File: config.mk
export PLATFORM = sky130hd
export DESIGN_NAME = multicycle_ctrl
export DESIGN_NICKNAME = d
export VERILOG_FILES = /design/src/rtl/multicycle_ctrl.sv
export SDC_FILE = /design/constraint.sdc
export NUM_CORES = 1
export LEC_CHECK = 0
export ABC_AREA = 0
export CORE_ASPECT_RATIO = 0.75
export CORE_MARGIN = 8
export CORE_UTILIZATION = 52
export DETAILED_ROUTE_END_ITERATION = 7
export PLACE_DENSITY = 0.81
export SETUP_SLACK_MARGIN = 0.5
export SLEW_MARGIN = 5
export SYNTH_ARGS = -nofsm -noshare
export SYNTH_HDL_FRONTEND = slang
export SYNTH_SLANG_ARGS = --single-unit
File: constraint.sdc
create_clock -name SYS_clk -period 2.25 [get_ports SYS_clk]
set_clock_uncertainty 0.1 [all_clocks]
set_input_delay 0.45 -clock SYS_clk [delete_from_list [all_inputs] [get_ports SYS_clk]]
set_output_delay 0.45 -clock SYS_clk [all_outputs]
set_load 0.03 [all_outputs]
File: src/rtl/multicycle_ctrl.sv
// -----------------------------------------------------------------------------
// multicycle_ctrl
//
// Sequencing controller for the multi-cycle MIPS-subset CPU. Each instruction
// is stepped through fetch, decode, execute, memory and writeback states. The
// controller stalls on the memory-ready handshake and raises three exceptions:
// illegal opcode, ALU overflow and memory timeout. It also counts retired
// instructions.
//
// Parameters
//   MEM_TIMEOUT  wait cycles with mem_ready=0 before a bus-error exception (1..255)
//   CNT_W        width of the retired-instruction counter
//
// Ports
//   SYS_clk      system clock, rising edge
//   SYS_reset    synchronous active-high reset; forces every output to 0
//   opcode       instruction[31:26] from the instruction register
//   alu_zero     ALU zero flag
//   alu_ovf      ALU signed overflow flag
//   mem_ready    memory completes the current read/write this cycle
//   pc_write     load PC
//   iord         memory address select (0=PC, 1=ALU out)
//   mem_read     memory read request
//   mem_write    memory write request
//   ir_write     load instruction register
//   mem2reg      writeback select (1=memory data)
//   reg_write    register file write enable
//   reg_dst      destination select (1=rd, 0=rt)
//   alu_src_a    ALU A select (0=PC, 1=rs)
//   alu_src_b    ALU B select (00=rt, 01=4, 10=imm, 11=imm<<2)
//   alu_op       ALU op (00=add, 01=sub, 10=funct)
//   pc_source    PC source (00=ALU, 01=ALU out reg, 10=jump, 11=exception vector)
//   epc_write    capture PC-4 into EPC
//   cause_write  capture exception cause
//   cause        latched cause (00=illegal, 01=overflow, 10=mem timeout)
//   state_dbg    current state encoding
//   retired      retired-instruction count (wraps)
// -----------------------------------------------------------------------------
module multicycle_ctrl #(
    parameter int MEM_TIMEOUT = 255,
    parameter int CNT_W       = 32
) (
    input  logic             SYS_clk,
    input  logic             SYS_reset,
    input  logic [5:0]       opcode,
    input  logic             alu_zero,
    input  logic             alu_ovf,
    input  logic             mem_ready,
    output logic             pc_write,
    output logic             iord,
    output logic             mem_read,
    output logic             mem_write,
    output logic             ir_write,
    output logic             mem2reg,
    output logic             reg_write,
    output logic             reg_dst,
    output logic             alu_src_a,
    output logic [1:0]       alu_src_b,
    output logic [1:0]       alu_op,
    output logic [1:0]       pc_source,
    output logic             epc_write,
    output logic             cause_write,
    output logic [1:0]       cause,
    output logic [3:0]       state_dbg,
    output logic [CNT_W-1:0] retired
);

    typedef enum logic [3:0] {
        S_FETCH     = 4'd0,
        S_DECODE    = 4'd1,
        S_MEM_ADDR  = 4'd2,
        S_MEM_RD    = 4'd3,
        S_MEM_WB    = 4'd4,
        S_MEM_WR    = 4'd5,
        S_R_EXEC    = 4'd6,
        S_R_WB      = 4'd7,
        S_BRANCH    = 4'd8,
        S_JUMP      = 4'd9,
        S_ADDI_EXEC = 4'd10,
        S_ADDI_WB   = 4'd11,
        S_EXCEPT    = 4'd12
    } state_t;

    localparam logic [5:0] OP_RTYPE = 6'b000000;
    localparam logic [5:0] OP_J     = 6'b000010;
    localparam logic [5:0] OP_BEQ   = 6'b000100;
    localparam logic [5:0] OP_ADDI  = 6'b001000;
    localparam logic [5:0] OP_LW    = 6'b100011;
    localparam logic [5:0] OP_SW    = 6'b101011;

    localparam logic [1:0] CAUSE_ILLEGAL = 2'b00;
    localparam logic [1:0] CAUSE_OVF     = 2'b01;
    localparam logic [1:0] CAUSE_TIMEOUT = 2'b10;

    // Counter value on the last permitted wait cycle; a stall seen at this
    // value is the MEM_TIMEOUT-th consecutive wait.
    localparam logic [7:0] WAIT_LAST = 8'(MEM_TIMEOUT - 1);

    state_t           state_q, state_d;
    logic [7:0]       wait_q, wait_d;
    logic [CNT_W-1:0] retired_q, retired_d;
    logic [1:0]       cause_q, cause_d;
    logic             retire;
    logic             waiting;
    logic             timeout;

    // Next-state, retire and cause capture
    always_comb begin
        state_d = state_q;
        cause_d = cause_q;
        retire  = 1'b0;
        waiting = (state_q == S_FETCH) || (state_q == S_MEM_RD) || (state_q == S_MEM_WR);
        // A completing access on the timeout cycle wins over the timeout.
        timeout = !mem_ready && (wait_q == WAIT_LAST);

        case (state_q)
            S_FETCH: begin
                if (mem_ready) begin
                    state_d = S_DECODE;
                end else if (timeout) begin
                    state_d = S_EXCEPT;
                    cause_d = CAUSE_TIMEOUT;
                end
            end
            S_DECODE: begin
                case (opcode)
                    OP_LW, OP_SW: state_d = S_MEM_ADDR;
                    OP_RTYPE:     state_d = S_R_EXEC;
                    OP_BEQ:       state_d = S_BRANCH;
                    OP_J:         state_d = S_JUMP;
                    OP_ADDI:      state_d = S_ADDI_EXEC;
                    default: begin
                        state_d = S_EXCEPT;
                        cause_d = CAUSE_ILLEGAL;
                    end
                endcase
            end
            S_MEM_ADDR: begin
                // Only lw/sw reach here, and the IR still holds the opcode.
                state_d = (opcode == OP_SW) ? S_MEM_WR : S_MEM_RD;
            end
            S_MEM_RD: begin
                if (mem_ready) begin
                    state_d = S_MEM_WB;
                end else if (timeout) begin
                    state_d = S_EXCEPT;
                    cause_d = CAUSE_TIMEOUT;
                end
            end
            S_MEM_WB: begin
                state_d = S_FETCH;
                retire  = 1'b1;
            end
            S_MEM_WR: begin
                if (mem_ready) begin
                    state_d = S_FETCH;
                    retire  = 1'b1;
                end else if (timeout) begin
                    state_d = S_EXCEPT;
                    cause_d = CAUSE_TIMEOUT;
                end
            end
            S_R_EXEC:    state_d = S_R_WB;
            S_ADDI_EXEC: state_d = S_ADDI_WB;
            S_R_WB, S_ADDI_WB: begin
                if (alu_ovf) begin
                    state_d = S_EXCEPT;
                    cause_d = CAUSE_OVF;
                end else begin
                    state_d = S_FETCH;
                    retire  = 1'b1;
                end
            end
            S_BRANCH, S_JUMP: begin
                state_d = S_FETCH;
                retire  = 1'b1;
            end
            S_EXCEPT: state_d = S_FETCH;
            // Unused encodings 13-15 recover to FETCH.
            default:  state_d = S_FETCH;
        endcase

        // Wait counter restarts on every state change, counts only stalls.
        if (state_d != state_q) begin
            wait_d = 8'd0;
        end else if (waiting && !mem_ready) begin
            wait_d = wait_q + 8'd1;
        end else begin
            wait_d = wait_q;
        end

        retired_d = retire ? (retired_q + CNT_W'(1)) : retired_q;
    end

    // State register; reset discards any in-flight instruction without
    // retiring it or capturing a cause.
    always_ff @(posedge SYS_clk) begin
        if (SYS_reset) begin
            state_q   <= S_FETCH;
            wait_q    <= 8'd0;
            retired_q <= '0;
            cause_q   <= CAUSE_ILLEGAL;
        end else begin
            state_q   <= state_d;
            wait_q    <= wait_d;
            retired_q <= retired_d;
            cause_q   <= cause_d;
        end
    end

    // Output decode. Kept combinational because ir_write/pc_write in FETCH
    // and reg_write in the writeback states follow same-cycle inputs.
    always_comb begin
        pc_write    = 1'b0;
        iord        = 1'b0;
        mem_read    = 1'b0;
        mem_write   = 1'b0;
        ir_write    = 1'b0;
        mem2reg     = 1'b0;
        reg_write   = 1'b0;
        reg_dst     = 1'b0;
        alu_src_a   = 1'b0;
        alu_src_b   = 2'b00;
        alu_op      = 2'b00;
        pc_source   = 2'b00;
        epc_write   = 1'b0;
        cause_write = 1'b0;
        cause       = 2'b00;

        if (!SYS_reset) begin
            case (state_q)
                S_FETCH: begin
                    mem_read  = 1'b1;
                    alu_src_b = 2'b01;
                    ir_write  = mem_ready;
                    pc_write  = mem_ready;
                end
                S_DECODE: begin
                    // Precompute the branch target while the opcode decodes.
                    alu_src_b = 2'b11;
                end
                S_MEM_ADDR, S_ADDI_EXEC: begin
                    alu_src_a = 1'b1;
                    alu_src_b = 2'b10;
                end
                S_MEM_RD: begin
                    mem_read = 1'b1;
                    iord     = 1'b1;
                end
                S_MEM_WB: begin
                    reg_write = 1'b1;
                    mem2reg   = 1'b1;
                end
                S_MEM_WR: begin
                    mem_write = 1'b1;
                    iord      = 1'b1;
                end
                S_R_EXEC: begin
                    alu_src_a = 1'b1;
                    alu_op    = 2'b10;
                end
                S_R_WB: begin
                    reg_dst   = 1'b1;
                    reg_write = !alu_ovf;
                end
                S_ADDI_WB: begin
                    reg_write = !alu_ovf;
                end
                S_BRANCH: begin
                    alu_src_a = 1'b1;
                    alu_op    = 2'b01;
                    pc_source = 2'b01;
                    pc_write  = alu_zero;
                end
                S_JUMP: begin
                    pc_source = 2'b10;
                    pc_write  = 1'b1;
                end
                S_EXCEPT: begin
                    epc_write   = 1'b1;
                    cause_write = 1'b1;
                    pc_write    = 1'b1;
                    pc_source   = 2'b11;
                    cause       = cause_q;
                end
                default: ;
            endcase
        end
    end

    assign state_dbg = SYS_reset ? 4'd0 : state_q;
    assign retired   = SYS_reset ? '0 : retired_q;

endmodule

==> impl_results.md, run 1 <==
- Status: stopped before the end
- Failed at: global routing (5_1_grt)
- Err: [ERROR DPL-0038] Utilization greater than 100%, impossible to legalize
- Mapped Cells: 401
- Synth top area share: between 20 and 30%
- Post-Syn Area per Cell: between 7 and 8 µm²
- Synthesized netlist net count: 415
- Clk buf depth: 2
- Die W: 106 µm
- Post-Place Cell Area: 4540 µm²
- H-tree depth: 2
- Yosys Warn Count: 0
- Top FF cell, synth: dfxtp_1
- Num CTS Buffers: 5
- Top post-synthesis cells by count: dfxtp_1, nor2b_1, nor2_1, nand2_1, a21oi_1
- Clk root buf: clkbuf_8
- DP Wirelength: 7.49 mm
- Std cell rows: 24
- Port bufs: 65
- Most common cell in the netlist: dfxtp_1
- Largest net degree at the start of global routing: 16
- Largest cells by area after synthesis: dfxtp_1, nor2b_1, a21oi_1, xor2_1, nor2_1
- Synthesis-stage register bit count: 46
- Register area share after synthesis: 28.9%
- IO Pins: 66
- Netlist cell types: 62
- TritonCTS Sinks: 46
- Chip Height: 83.7 µm
- Initial core utilization: between 50 and 60%
- Post-synth EDFFs: 0
- Gp weighted congestion: 0.879
- Crit. endpoint post-GRT repair: retired_q[20]$_SDFFE_PP0P_/D
- Mapped cell area: 3180 µm²
- Area leader, netlist: dfxtp_1
- Worst ep type: register input
- Async set-reset flop share out of synthesis: 0%
- Hold buffers post-CTS: 0
[logic make-up after synthesis]
group / Yosys count / synth area share (%)
AND/OR/NAND/NOR: 210 / 39.2
AO/OA/AOI/OAI: 83 / 18.4
buffers and inverters: 34 / 4.99
adder cells (fa/ha/maj): 4 / 1.49
XOR/XNOR: 20 / 5.51
flip-flops: 46 / 28.9
multiplexers: 4 / 1.42
[repair_timing]
item                       4_1_cts
gates cloned                     3
buffers inserted                29
pin swaps                       63
setup endpoints to repair       98
gates resized for setup        276
[through the flow]
| step | cells | worst slack, ns | TNS [ns] | hold WS [ns] |
|---|---|---|---|---|
| after floorplan | 401 | 0.275 | 0 | 0.328 |
| after CTS | 617 | 0.193 | 0 | 0.293 |
| after global placement | 577 | -0.0676 | -0.604 | 0.345 |
| after detailed placement | 577 | -0.151 | -1.96 | 0.351 |
==> run 2, diff against run 1 <==
Settings changed: CORE_ASPECT_RATIO 0.75 to not set, CORE_UTILIZATION 52 to 38, PLACE_DENSITY 0.81 to not set, PLACE_DENSITY_LB_ADDON set to 0.15, SETUP_SLACK_MARGIN 0.5 to not set.
==> run 2 against run 1 <==
  * The flow now finishes without violations
  * Synthesized cell count unchanged
  * Area after synthesis unchanged
==> impl_results.md, run 2 <==
- Share of cells above drive strength 1: 28.0%
- Mapped Cells: ~400
- Vias post-DR: roughly 3,200
- Critical path cell sequence: buf_2, buf_4, nor2b_1, clkdlybuf4s50_1
- Biggest register: retired_q
- Drt pass-1 iters: 6
- FMAX: around 450 MHz
- GRT Total Usage: 14.8%
- DP Wirelength: around 6.5 mm
- Worst hold path type: reg -> reg
- Post-Syn Area per Cell: 7.93 µm²
- First-pass GRT wire length: 14.4 mm
- CP max stage cell: clkdlybuf4s50_1
- Port bufs: 65
- Initial DRC Count: around 210
- Die W: 108 µm
- P&R area growth vs syn: 34.8%
- Switching share of power: 33.9%
- Hold buffers post-CTS: 0
- Period Utilization, post-route: 98.1%
- Status: complete, no violations
- Most common cell in the netlist: dfxtp_1
- Most common cell after layout, fill and taps aside: buf_4
- Vias/cell: 5.38
- P per Cell Area: 478 nW/µm²
- Routed Antenna Nets: 0
- Std cell rows: 33
- IO Pins: 66
- Tmin final: 2.21 ns
- Die Footprint: 11,600 µm²
- H-tree depth: 2
- Netlist cell types: just over 60
- Clk slew on worst S/H paths: 0.07 ns
- Int Pwr: 1.35 mW
- Most frequent cells in the layout: buf_4, dfxtp_1, nor2b_1
- Top post-synthesis cells by count: dfxtp_1, nor2b_1, nor2_1, nand2_1, a21oi_1
- Critical path type: in -> out
- Nets@finish: 510
- Synthesized netlist net count: 415
- Largest regs: retired_q (32), wait_q (8), state_q (4)
- Max reg flops: 32
- Switching component of the power: 0.694 mW
- Async set-reset flop share out of synthesis: 0%
- Synth top area share: 28.9%
- Ant. Diodes: 0
- Clk root buf: clkbuf_8
- Initial antenna violation count: 0
- Reg power frac: 42.1%
- Worst-path maximum fanout: 27
- Final wirelength: 8.73 mm
- Post-layout instance area: 4290 µm²
- Post-DR wirelength/cell: around 15 µm
- Post-Place Cell Area: 4110 µm²
- Gp weighted congestion: 0.872
- Post-synth EDFFs: 0
- Core area: about 8000 µm²
- Worst setup EP type: output port
- Initial core utilization: 38.9%
- Fin. max-slew vios: 0
- Mapped cell area: roughly 3200 µm²
- Crit path DAT: around 1.7 ns
- Num CTS Buffers: 5
- Clock network fraction of design power: 24.7%
- Register area share after synthesis: 28.9%
- Max-cap viol count: 0
- TritonCTS Sinks: 46
- Global route overflow: 0
- Slowest Stage Delay on Critical Path: 0.67 ns
- Synthesis-stage register bit count: 46
- Startpoint types: input pin
- Largest net degree at the start of global routing: 54
- Largest cells by area after synthesis: dfxtp_1, nor2b_1, a21oi_1, xor2_1, nor2_1
- Chip Height: 108 µm
- Top FF cell, synth: dfxtp_1
- Area leader, netlist: dfxtp_1
- Leakage: between 1.5 and 2 nW
- Vias in the first global route: approximately 3,000
- Relative slew slack: 74.8%
- Clk_lat worst skew: approximately 0.30 ns
- Hold WS: 0.368 ns
- Final hold viol count: 0
- Clk buf depth: 2
- Comb pwr share: 33.1%
- Worst-margin pin slew: 0.376 ns
- Required time worst endpoint: 1.70 ns
- Setup violations, final: 0
- Yosys Warn Count: 0
- CTS tree: built
- DRC: 0
- Worst-case vdd ir drop: 0.258 mV
[run 2: cell counts after synthesis]
No cell type changed its count.
[run 2: power by group through the flow]
| stage | sequential, mW | clock [mW] | combinational, mW |
|---|---|---|---|
| after detailed placement | 0.877 | 0 | 0.645 |
| after global routing | 0.867 | 0.554 | 0.736 |
| after floorplan | 0.872 | 0 | 0.409 |
| after CTS | 0.860 | 0.526 | 0.656 |
| after global placement | 0.878 | 0 | 0.641 |
| final | 0.863 | 0.506 | 0.679 |
[run 2: kinds of logic after synthesis]
kind of cell    count (synthesis)  synth area share [%]
simple gates                  210                  39.2
compound gates                 83                  18.4
flops                          46                  28.9
buf+inv                        34                  4.99
xor+xnor                       20                  5.51
mux                             4                  1.42
fa+ha+maj                       4                  1.49
[run 2: worst max-delay path: cells and delay by family]
family | cells | cell delay (ns)
buffers and inverters | 3 | 1.06
AND/OR/NAND/NOR | 1 | 0.14
[run 2: area by class of cell]
| type | instances | area, µm² |
|---|---|---|
| Fill cell | 813 | 3890 |
| Multi-Input combinational cell | 321 | 2150 |
| Timing Repair Buffer | 113 | 957 |
| Sequential cell | 46 | 925 |
| Tap cell | 105 | 131 |
| Clock buffer | 6 | 72.6 |
| Inverter | 9 | 33.8 |
| Clock inverter | 2 | 13.8 |
[run 2: worst paths after layout]
check,from,endpoint,slack (ns),depth (start not counted)
worst max register to register,state_q[1],retired_q[28],0.14,8
worst max-delay path,SYS_reset,retired[29],0.04,4
worst min register to register,cause_q[1],cause_q[1],0.37,2
worst min-delay path,cause_q[1],cause_q[1],0.37,2
[run 2: through the flow]
| stage | TNS [ns] | setup slack (ns) | util (%) | cells | power, mW |
|---|---|---|---|---|---|
| floorplan | 0 | 0.0200 | - | 401 | 1.28 |
| global placement | -4.19 | -0.289 | 50.2 | 591 | 1.52 |
| detailed placement | -4.84 | -0.304 | 50.2 | 591 | 1.52 |
| CTS | 0 | 0.00262 | 51.6 | 600 | 2.04 |
| global route | -0.00282 | -0.00282 | 52.4 | 602 | 2.16 |
| finish | 0 | 0.0419 | 52.4 | 602 | 2.05 |
[run 2: per-layer routing]
metal / vias up / wire, µm / GRT usage [%]
met1: 1524 / 4360 / 21.0
met3: 6 / 482 / 3.65
met2: 57 / 3810 / 21.8
met4: 0 / 76 / 3.57
li1: 1650 / - / -
met5: - / 0 / 0
[run 2: what timing repair did]
| item | CTS | global route |
|---|---|---|
| buffers inserted | 1 | 2 |
| resized for setup | 8 | 16 |
| pin swaps | 0 | 2 |
| endpoints found under the setup margin | 7 | 21 |
No activity file was read; power rests on OpenSTA's default activity.
==> run 3, diff against run 2 <==
Settings changed: REMOVE_ABC_BUFFERS set to 1.
Clock period 2.25 ns to 2 ns, I/O delays scaled along.
==> run 3 against run 2 <==
  * Utilization up 4.5 points
  * Largest cell class unchanged
  * Non-clock buffer count up 22
  * Critical path depth up 3
  * Routed wire length up 4.9%
  * The flow now finishes with violations (setup timing)
  * Critical endpoint is now reg_write
  * Global-route usage up 0.39 points
  * Die area unchanged
==> impl_results.md, run 3 (synthesis gave the netlist of run 2 again) <==
- Final wirelength: about 9.2 mm
- Nets@finish: 532
- Period Utilization, post-route: 102%
- Max-cap viol count: 0
- Setup violations, final: 4
- Largest regs: retired_q (32), wait_q (8), state_q (4)
- Share of cells above drive strength 1: about 39%
- Setup crit end: reg_write
- Std cell rows: 33
- Setup slack, reg-to-reg: roughly 0.040 ns
- FF-to-FF End: wait_q[7]
- Worst r2r path cells: 7
- Leakage: roughly 1.9 nW
- Placed Cells: approximately 600
- Fin. max-slew vios: 0
- Ant. Diodes: 0
- Max reg flops: 32
- Final hold viol count: 0
- Die Footprint: 11,600 µm²
- FMAX: 492 MHz
- Global route overflow: 0
- IO Pins: 66
- Cell Count, Final, Fillers Out: 624
- Num CTS Buffers: 5
- Biggest register: retired_q
- Initial antenna violation count: 0
- Chip Height: 108 µm
- Critical path type: reg -> out
- Most common cell after layout, fill and taps aside: buf_4
- Drt pass-1 iters: 4
- Pwr Total: 2.51 mW
- Initial DRC Count: 129
- Crit path DAT: 1.53 ns
- Tmin final: 2.03 ns
- Clk root buf: clkbuf_8
- Status: complete, but fails checks
- Worst-margin pin slew: between 0.4 and 0.5 ns
- Required time worst endpoint: 1.50 ns
- Worst setup EP type: output port
- Most frequent cells in the layout: buf_4, dfxtp_1, nor2b_1
- Final worst setup slack: -0.0308 ns
- DP Wirelength: 6.68 mm
- Routed Antenna Nets: 0
- First-pass GRT wire length: ~15 mm
- P&R area growth vs syn: 46.4%
- Clk slew on worst S/H paths: ~0.09 ns
- Worst-path maximum fanout: 7
- TritonCTS Sinks: 46
- Die W: 108 µm
- Final Util: between 50% and 60%
- RR Startpoint: state_q[2]
- Clk buf depth: 2
- Vias in the first global route: 3,125
- Post-DR wirelength/cell: 14.7 µm
- P per Cell Area: 538 nW/µm²
- Vias/cell: 5.48
- Crit path launch: state_q[3]
- H-tree depth: 2
- Vias post-DR: between 3,000 and 4,000
- Gp weighted congestion: roughly 0.8
- Failing checks: setup timing
- DRC: 0
- Largest net degree at the start of global routing: 41
- RSZ-0062 raised after global routing: yes
- Initial core utilization: between 30% and 40%
- Clk_lat worst skew: 0.31 ns
- Worst-case vdd ir drop: 0.307 mV
- GRT Total Usage: 15.2%
- Relative slew slack: 68.1%
- Fill cell count: 750
- CTS tree: built
- Setup Total Neg Slack: -0.0482 ns
- Port bufs: 65
- Startpoint types: register
- Worst hold path type: reg -> reg
- Core area: 8180 µm²
[run 3: cell type report]
type                            instances  area, µm²  share of cell area (%)
Tap cell                              105        131                    2.82
Clock inverter                          3       23.8                   0.510
Multi-Input combinational cell        321       2310                    49.5
Sequential cell                        46        941                    20.2
Inverter                                9       33.8                   0.725
Timing Repair Buffer                  135       1150                    24.7
Clock buffer                            5       68.8                    1.48
[run 3: worst min path at each step]
stage / end / depth (start not counted) / slack [ns] / startpoint
after floorplan: cause_q[0] / 2 / 0.32 / cause_q[0]
after global routing: cause_q[1] / 2 / 0.40 / cause_q[1]
after CTS: cause_q[1] / 2 / 0.37 / cause_q[1]
after detailed placement: cause_q[1] / 2 / 0.36 / cause_q[1]
final: cause_q[1] / 2 / 0.37 / cause_q[1]
after global placement: cause_q[1] / 2 / 0.35 / cause_q[1]
[run 3: report_power, final]
part	total [mW]	internal, mW	switching, mW	leakage (nW)
logic	0.929	0.439	0.491	1.46
registers	0.973	0.939	0.0348	0.376
clock network	0.604	0.251	0.354	0.0408
total	2.51	1.63	0.879	1.87
[run 3: metal layers]
metal / GRT usage, % / wire length [µm]
met1: 20.5 / 4320
met2: 23.3 / 4160
met3: 3.95 / 562
met4: 4.06 / 103
met5: 0 / 0
[run 3: critical path, cell delays in order (launching register included)]
cell and delay [ns]:
dfxtp_4 0.37, buf_8 0.14, nor2b_4 0.12, o211ai_1 0.16
nor2_1 0.06, a21oi_1 0.14, nor2_1 0.07, buf_4 0.16
[run 3: timing repair]
action	4_1_cts	5_1_grt
hold buffers	0	0
setup endpoints to repair	25	38
cloned	0	2
pin swaps	4	21
endpoints found under the hold margin	0	0
resized for setup	33	44
setup buffers	5	10
[run 3: stage by stage]
stage	instance area, µm²	hold WS (ns)	setup slack [ns]
2_1_floorplan	3060	0.321	-0.842
3_3_place_gp	4120	0.352	-0.352
3_5_place_dp	4120	0.359	-0.379
4_1_cts	4360	0.371	-0.0373
5_1_grt	4660	0.400	-0.0970
6_report	4660	0.374	-0.0308
==> run 4, diff against run 3 <==
Settings changed: CORE_MARGIN 8 to not set, CORE_UTILIZATION 38 to 55.
Clock period 2 ns to 2.45 ns, I/O delays scaled along.
==> run 4 against run 3 <==
  * The flow now finishes without violations
  * Register-to-register slack better by 0.29 ns
  * Die area down 47%
  * Global-route usage up 11 points
  * Cell area down 11%
  * Critical path type is now in -> out
  * Flip-flop and latch count unchanged
  * Hold slack worse by 0.013 ns
==> impl_results.md, run 4 (synthesis gave the netlist of run 2 again) <==
- Status: complete, no violations
- RSZ-0062 raised after global routing: no
- First-pass GRT wire length: about 13 mm
- Most frequent cells in the layout: buf_4, dfxtp_1, clkdlybuf4s50_1
- Initial core utilization: 57.4%
- Max reg flops: 32
- Post-layout instance area: a little over 4000 µm²
- Final wirelength: approximately 8 mm
- Biggest register: retired_q
- Nets@finish: ~500
- Clk buf depth: 2
- Int Pwr: 1.31 mW
- Fill cell count: 456
- Worst setup EP type: output port
- Post-Place Cell Area: 4010 µm²
- Setup slack, reg-to-reg: 0.33 ns
- TritonCTS Sinks: 46
- H-tree depth: 2
- P&R area growth vs syn: 29.6%
- IO Pins: 66
- Worst hold path type: reg -> reg
- RR Startpoint: state_q[1]
- Vias post-DR: between 3,000 and 4,000
- Worst-case vdd ir drop: 0.401 mV
- P per Cell Area: ~470 nW/µm²
- Critical path type: in -> out
- DP Wirelength: around 5.9 mm
- Pwr Total: 1.94 mW
- Reg power frac: 41.1%
- Fin. max-slew vios: 0
- Final worst setup slack: 0.0930 ns
- Period Utilization, post-route: 96.2%
- Worst Hold End: cause_q[0]
- Hold_sp: cause_q[0]
- Global route overflow: 0
- Crit path DAT: 1.77 ns
- Switching share of power: 32.4%
- Drt pass-1 iters: 4
- Share of cells above drive strength 1: 17.8%
- FF-to-FF End: retired_q[16]
- DRC: 0
- Num CTS Buffers: 5
- Chip Height: roughly 78 µm
- Required time worst endpoint: 1.86 ns
- Clk slew on worst S/H paths: roughly 0.090 ns
- Clk root buf: clkbuf_8
- Worst-path maximum fanout: 8
- FMAX: between 400 and 500 MHz
- Port bufs: 65
- Clock network fraction of design power: 29.7%
- GRT Total Usage: roughly a quarter
- Initial DRC Count: 131
- Most common cell after layout, fill and taps aside: buf_4
- Die W: 78.1 µm
- Max-cap viol count: 0
- Vias/cell: 5.85
- Core area: 5540 µm²
- Post-DR wirelength/cell: 14.5 µm
- WHS Path Cells: 2
- Routed Antenna Nets: 0
- Ant. Diodes: 0
- Tmin final: between 2 and 2.5 ns
- Die Footprint: between 6000 and 7000 µm²
- Startpoint types: input pin
- Largest net degree at the start of global routing: 27
- Largest regs: retired_q (32), wait_q (8), state_q (4)
- Setup violations, final: 0
- Post-CTS setup buffer count: 0
- CTS tree: built
- Comb pwr share: 29.2%
- Gp weighted congestion: slightly below 1
- Setup WS pre-CTS: -0.0292 ns
- Leakage: 1.53 nW
- Final hold viol count: 0
- Std cell rows: 27
- Switching component of the power: ~0.63 mW
- Relative slew slack: 66.5%
- Clk_lat worst skew: roughly 0.3 ns
- Initial antenna violation count: 0
- Worst r2r path cells: 7
- Vias in the first global route: around 3,000
- Worst-margin pin slew: 0.502 ns
[run 4: worst max-delay path by stage]
stage | from | slack [ns] | end
after floorplan | state_q[3] | -0.48 | cause[0]
after global placement | alu_ovf | 0.02 | retired_q[16]
after detailed placement | alu_ovf | -0.03 | retired_q[16]
after CTS | state_q[0] | 0.03 | pc_write
after global routing | state_q[0] | 0.04 | pc_write
final | mem_ready | 0.09 | pc_write
[run 4: stage by stage]
step / hold slack, ns / util [%] / instances / TNS (ns)
floorplan: 0.321 / - / 376 / -1.14
global placement: 0.354 / 72.4 / 546 / 0
detailed placement: 0.344 / 72.4 / 546 / -0.0761
CTS: 0.364 / 74.3 / 554 / 0
global route: 0.404 / 74.4 / 554 / 0
finish: 0.360 / 74.4 / 554 / 0
[run 4: power by group through the flow]
stage,registers (mW),clock network [mW],logic (mW)
floorplan,0.827,0,0.299
global placement,0.811,0,0.547
detailed placement,0.811,0,0.555
CTS,0.794,0.572,0.562
global route,0.800,0.611,0.606
finish,0.796,0.576,0.566
[run 4: what timing repair did]
item	in CTS	in global routing
endpoints found under the setup margin	0	6
hold buffers	0	0
gates resized for setup	0	3
[run 4: metal layers]
metal	vias up	share of wire [%]	GRT usage [%]
li1	1625	-	-
met1	1510	47	34.3
met2	94	47	45.8
met3	11	4.9	4.19
met4	0	1.2	7.22
met5	-	0	0
[run 4: area by class of cell]
| type | instances | area, µm² | area share [%] |
|---|---|---|---|
| multi-input cells | 321 | 2100 | 51.0 |
| flip-flops and latches | 46 | 925 | 22.4 |
| repair buffers | 98 | 866 | 21.0 |
| well taps | 72 | 90.1 | 2.19 |
| clock buffers | 7 | 76.3 | 1.85 |
| inverters | 9 | 33.8 | 0.819 |
| clock inverters | 1 | 30.0 | 0.728 |
[run 4: critical path, stage by stage]
cell	delay, ns
clkdlybuf4s50_1	0.45
buf_4	0.19
and3_1	0.18
or2_2	0.29
buf_4	0.17
